==> src/rtl/result_bus_arbiter.sv <==
// Picks up to BUS_COUNT ready reservation stations per cycle and drives their results onto registered bus lanes.
// Defining RESULT_BUS_ROUND_ROBIN_EN makes the search start rotate; without it the lowest index always wins.
module result_bus_arbiter #(
  parameter int SIZE               = 32,
  parameter int STATION_COUNT      = 4,
  parameter int STATION_INDEX_SIZE = 2,
  parameter int BUS_COUNT          = 1
) (
  input  logic                                    clock,
  input  logic                                    reset,
  input  logic [STATION_COUNT-1:0]                station_ready,
  input  logic [SIZE*STATION_COUNT-1:0]           station_result,
  output logic [STATION_COUNT-1:0]                station_release,
  output logic [BUS_COUNT-1:0]                    bus_asserted,
  output logic [STATION_INDEX_SIZE*BUS_COUNT-1:0] bus_source,
  output logic [SIZE*BUS_COUNT-1:0]               bus_value
);

  logic [STATION_COUNT-1:0]                release_q, release_d;
  logic [BUS_COUNT-1:0]                    asserted_q, asserted_d;
  logic [STATION_INDEX_SIZE*BUS_COUNT-1:0] source_q, source_d;
  logic [SIZE*BUS_COUNT-1:0]               value_q, value_d;
  logic [STATION_COUNT-1:0]                eligible;
  logic [STATION_INDEX_SIZE-1:0]           ptr;

`ifdef RESULT_BUS_ROUND_ROBIN_EN
  logic [STATION_INDEX_SIZE-1:0] ptr_q, ptr_d;
  assign ptr = ptr_q;
`else
  assign ptr = '0;
`endif

  // A station released this cycle still shows ready until the next edge.
  assign eligible = station_ready & ~release_q;

  always_comb begin
    int                            idx;
    int                            lane;
    logic [STATION_INDEX_SIZE-1:0] idx_s;
    release_d  = '0;
    asserted_d = '0;
    source_d   = '0;
    value_d    = '0;
`ifdef RESULT_BUS_ROUND_ROBIN_EN
    ptr_d      = ptr_q;
`endif
    lane       = 0;
    idx        = 0;
    idx_s      = '0;
    for (int j = 0; j < STATION_COUNT; j++) begin
      idx = int'(ptr) + j;
      if (idx >= STATION_COUNT) begin
        idx = idx - STATION_COUNT;
      end
      idx_s = STATION_INDEX_SIZE'(idx);
      if (eligible[idx_s] && (lane < BUS_COUNT)) begin
        asserted_d[lane]                                        = 1'b1;
        source_d[lane*STATION_INDEX_SIZE +: STATION_INDEX_SIZE] = idx_s;
        value_d[lane*SIZE +: SIZE]                              = station_result[idx*SIZE +: SIZE];
        release_d[idx_s]                                        = 1'b1;
        lane                                                    = lane + 1;
`ifdef RESULT_BUS_ROUND_ROBIN_EN
        // Later grants overwrite, leaving the pointer just past the last one.
        ptr_d = ((idx + 1) >= STATION_COUNT) ? '0 : STATION_INDEX_SIZE'(idx + 1);
`endif
      end
    end
  end

  always_ff @(posedge clock) begin
    if (reset) begin
      release_q  <= '0;
      asserted_q <= '0;
      source_q   <= '0;
      value_q    <= '0;
    end else begin
      release_q  <= release_d;
      asserted_q <= asserted_d;
      source_q   <= source_d;
      value_q    <= value_d;
    end
  end

`ifdef RESULT_BUS_ROUND_ROBIN_EN
  always_ff @(posedge clock) begin
    if (reset) begin
      ptr_q <= '0;
    end else begin
      ptr_q <= ptr_d;
    end
  end
`endif

  assign station_release = release_q;
  assign bus_asserted    = asserted_q;
  assign bus_source      = source_q;
  assign bus_value       = value_q;

endmodule

==> config.mk <==
export PLATFORM = sky130hd
export DESIGN_NAME = result_bus_arbiter
export DESIGN_NICKNAME = d
export VERILOG_FILES = /design/src/rtl/result_bus_arbiter.sv
export SDC_FILE = /design/constraint.sdc
export NUM_CORES = 1
export LEC_CHECK = 0
export CAP_MARGIN = 20
export CORE_MARGIN = 2
export CORE_UTILIZATION = 31
export DETAILED_ROUTE_END_ITERATION = 6
export PLACE_DENSITY = 0.86
export SYNTH_ARGS = -nofsm -noshare
export SYNTH_HDL_FRONTEND = slang
export SYNTH_SLANG_ARGS = --single-unit
export TNS_END_PERCENT = 100
==> constraint.sdc <==
create_clock -name clock -period 5.4 [get_ports clock]
set_input_delay 0.81 -clock clock [delete_from_list [all_inputs] [get_ports clock]]
set_output_delay 0.81 -clock clock [all_outputs]
set_load 0.05 [all_outputs]
[After elaboration in Yosys (flattened, before gate mapping)]
Index checks and enable logic that the tools add are counted.
Operators by class
  $add $sub $neg: 8
  magnitude comparators: 9
  shifts and indexed selects: 12
  mux-type cells: 26
  bitwise gates (word level): 6
  reductions and logical operators: 6
Operator list (number)
  $mux W32: 6
  $neg A32 Y33: 4
  $lt A32 B2 Y1 const B: 4
  $shift A2 B33 Y2 const A: 3
  $shift A32 B33 Y32 const A: 3
  $shiftx A2 B33 Y2 const A: 3
  $shiftx A32 B33 Y32: 3
  $bwmux W32: 3
  $ge A32 B1 Y1 const B: 2
  $neg A2 Y33: 1
  $neg A6 Y33: 1
  $add A32 B2 Y32 const B: 1
  $mux W1: 9
  $mux W2: 4
  $logic_and A1 B1 Y1: 6
  $and A4 B4 Y4: 1
  $bwmux W2: 2
  $mux W4: 1
  $not A4 Y4: 1
  $mux W3: 1
  $or A1 B1 Y1: 3
  $add A1 B1 Y2 const B: 1
  $and A2 B2 Y2: 1
  $lt A1 B1 Y1 const B: 2
  $ge A1 B1 Y1 const B: 1
Storage, ports and cells
  flip-flop bits (word level): 39
  input bits: 134
  output and inout bits: 39
  word-level logic and storage cells: 71

[Longest topological paths before layout]
  depth in word-level cells: 14
  mapped depth: 11
  depth with buffers taken out: 7

[Worst setup path after synthesis]
No wires, ideal clock.
  path type: input -> register
  from: in station_ready[0]
  to: reg value_q[23] (netlist: bus_value[23])
  setup time: 0.071 ns
  arrival time: 2.772 ns
  required time: 5.329 ns
  path slack: 2.557 ns
  stages on the path: 11
  buffers on the path: 4
  cell sequence: nor2b_1 -> buf_6 -> buf_2 -> buf_2 -> nor3_1 -> ha_1 -> nand4bb_1 -> nor4_4 -> buf_6 -> nand2_1 -> a21oi_1
On the way
  word-level cells in the longest chain between the ends: 12
  elaborated cells on any way between the ends: 28
  classes of those cells: add/sub: 5; order compare: 3; shift: 6; mux: 10; bitwise: 1; reduce/logical: 3
RTL lines
  start: declaration: RTL line 11  | input logic [STATION_COUNT-1:0] station_ready,
  $and A4 B4 Y4 (*): RTL line 34  | assign eligible = station_ready & ~release_q;
  $mux W1: RTL line 56  | if (eligible[idx_s] && (lane < BUS_COUNT)) begin
  $lt A1 B1 Y1: RTL line 56
  $logic_and A1 B1 Y1: RTL line 56
  $mux W32: RTL line 56
  $lt A32 B2 Y1: RTL line 56
  $logic_and A1 B1 Y1: RTL line 56
  $mux W32: RTL line 56
  $neg A32 Y33: RTL line 59  | value_d[lane*SIZE +: SIZE] = station_result[idx*SIZE +: SIZE];
  $shiftx A32 B33 Y32 or $shift A32 B33 Y32 (tied branches): RTL line 59
  $bwmux W32: RTL line 59
  $mux W32 (*): RTL line 56
  end signal: assignment: RTL line 80  | value_q <= value_d;
  end: declaration: RTL line 22  | logic [SIZE*BUS_COUNT-1:0] value_q, value_d;
Every way passes the cells marked *; elsewhere a longest branch is shown, timed or not.
A chain may end at the register's enable or synchronous reset.

[Final worst setup path]
  from: in station_ready[0]
  to: reg value_q[4] (netlist: bus_value[4])
Same word-level chain as after synthesis.

==> reports/results.txt <==
worst slew pin tran -> 1.000 ns
worst vdd ir -> 0.1338 mV
outcome -> complete, but fails checks
drt initial violations -> 128
power density cells -> 228.2 nW/um^2
area growth from synthesis to layout -> 113.3%
row count -> 26
max-cap viol count -> 0
first-pass GRT wire length -> 10560 um
width of the die -> 76.97 um
Worst R2R Setup Slack -> 2.67 ns
Power, Total -> 803.2 uW
die area -> 5924 um^2
number of nets with antenna violations after routing -> 0
Hold Crit Start -> station_release[1]
final wirelength -> 6668 um
clock root cell -> clkbuf_8
fin. max-slew vios -> 0
crit-path cells -> clkdlybuf4s50_1 > nor2b_4 > nor3_1 > ha_1 > nand4bb_1 > nor4_4 > buf_4 > nand2_1 > a21oi_1
startpoint types -> input port
setup_tns -> 0 ns
# port buffers -> 172
clk_lat worst skew -> 0.27 ns
WP data arrival -> 3.58 ns
syn nets -> 310
DR DRC count -> 1
post-synth cell types -> 22
H-tree Lvls -> 2
fin cells -> 411
RD Place Congestion -> 0.7531
failing checks -> DRC
Post-DP HPWL -> 5157 um
largest net degree at the start of global routing -> 42
Pleak -> 0.001241 uW
fin crit share -> 0.6260
share of layout cells above drive strength 1 -> 0.04399
fill cell count -> 429
Worst slew margin -> 0.3317
Final nets -> 475
initial antenna violation count -> 0
CTS sink count -> 39
worst setup path category -> in -> reg
vias in the first global route -> 2156
Fmax -> 295.8 MHz
clk slew on worst S/H paths -> 0.07 ns
Max Root-Sink Buffers -> 2
total gr overflow -> 0
hold crit path type -> reg -> reg
Largest delay share family, worst path -> simple AND/OR/NAND/NOR gates
io pins -> 173
CP max FO -> 41
synthesized area -> 1650 um^2
Initial Util -> 0.3231
DP Area -> 3392 um^2
diodes inserted -> 0
final hold vios -> 0
Total GRT Usage -> 0.2255
core area -> 5107 um^2
post-cts sizing count -> 0
worst hold margin -> 0.5866 ns
total CTS buffers -> 5
crit path launch -> station_ready[0]
TritonCTS clock tree -> yes
Die Ht -> 76.97 um
WL/cell -> 16.22 um
commonest cells after routing, fill and taps aside -> clkdlybuf4s50_1 (172), dfxtp_1 (39), a21oi_1 (32)
reg2reg start -> station_release[1]
Tmin final -> 3.381 ns
commonest non-fill, non-tap cell in the layout -> clkdlybuf4s50_1
sequential share of the synthesized area -> 0.4731
cell count after synthesis -> 175
Largest stage delay, worst path -> 0.68 ns
Vias per Instance -> 5.122
Post-Syn Area per Cell -> 9.430 um^2
Setup Fix Bufs, Post-CTS -> 0
Final Cell Area -> 3520 um^2
yosys warns -> 0
CP max-delay cell -> nor4_4
cts hold-fix bufs -> 0
RSZ-0062 raised after global routing -> false
Placed Instances -> 402
worst path buffer plus inverter count -> 2
TritonRoute pass-1 iters -> 7
Yosys reg bits -> 39
total number of vias -> 2105
final number of setup-violating endpoints -> 0
Worst EP required -> 5.60 ns
CP Capture Type -> flip-flop
Max Clock Skew -> 0.003785 ns
==> power breakdown <==
| group | leakage [uW] | total, uW | internal, uW | switching [uW] |
|---|---|---|---|---|
| clock network | 0.0000515 | 209 | 117 | 92.8 |
| registers | 0.000322 | 314 | 308 | 5.87 |
| logic | 0.000868 | 280 | 145 | 135 |
==> layout make-up <==
cell class	count	area (um^2)	share of cell area
clock buffer	8	100.1	0.02844
multi-input combinational	118	779.5	0.2215
sequential	39	780.7	0.2218
tap	70	87.58	0.02488
timing repair buffer	176	1772	0.5034
==> metal layers <==
layer  GRT usage  wire length (um)
met1      0.2274              2333
met2      0.4439              3620
met3     0.06824               653
met4     0.05636                61
met5           0                 0
==> cell usage after synthesis <==
library cell  instances  area [um^2]
nand2_1              31        116.4
buf_6                 4        45.04
conb_1                1        3.750
nor4_1                2        12.51
and2b_1               1        7.510
nand2b_1              2        12.51
a221oi_1              1        8.760
nor2_1                4        15.01
clkbuf_1              7        26.28
nand4bb_1             1        11.26
o41ai_1               1        8.760
nor4_4                1        21.27
nor2b_1               3        18.77
a2111oi_0             1        8.760
nor3_2                1        10.01
nor3_1                2        10.01
dfxtp_1              39        780.8
a21oi_1              32        160.2
buf_2                 7        35.03
nand3b_1              2        15.01
a222oi_1             31        310.3
ha_1                  1        12.51
==> sequential cells by signal (all words and copies together), names as in the netlist <==
name / flops
bus_asserted: 1
station_release: 4
bus_source: 2
bus_value: 32
==> per-stage QoR <==
stage                     setup slack (ns)  utilization
after floorplan                      2.557            -
after global placement               1.832       0.6641
after detailed placement             1.692       0.6641
after CTS                            1.977       0.6837
after global routing                 1.742       0.6891
final                                2.019       0.6891
==> final timing paths <==
path / to / cells after the start
min reg2reg: station_release[1] / 2
max reg2reg: bus_value[4] / 8
max: bus_value[4] / 9
min: station_release[1] / 2
==> cells by family after synthesis <==
kind of cell | Yosys count | share of synthesized area
and+or+nand+nor | 50 | 0.1516
adders and majority gates | 1 | 0.007580
buffers and inverters | 18 | 0.06444
DFF | 39 | 0.4731
AOI/OAI and AO/OA | 66 | 0.3010
other | 1 | 0.002272
==> worst reg2reg max path, stage by stage, from the launching register on <==
cell and delay, ns:
dfxtp_1 0.35, and2b_1 0.28, nor3_1 0.24, ha_1 0.29, nand4bb_1 0.25, nor4_4 0.68, buf_4 0.35, nand2_1 0.08
a21oi_1 0.15
Note: power is estimated with default switching activity, not from simulation.
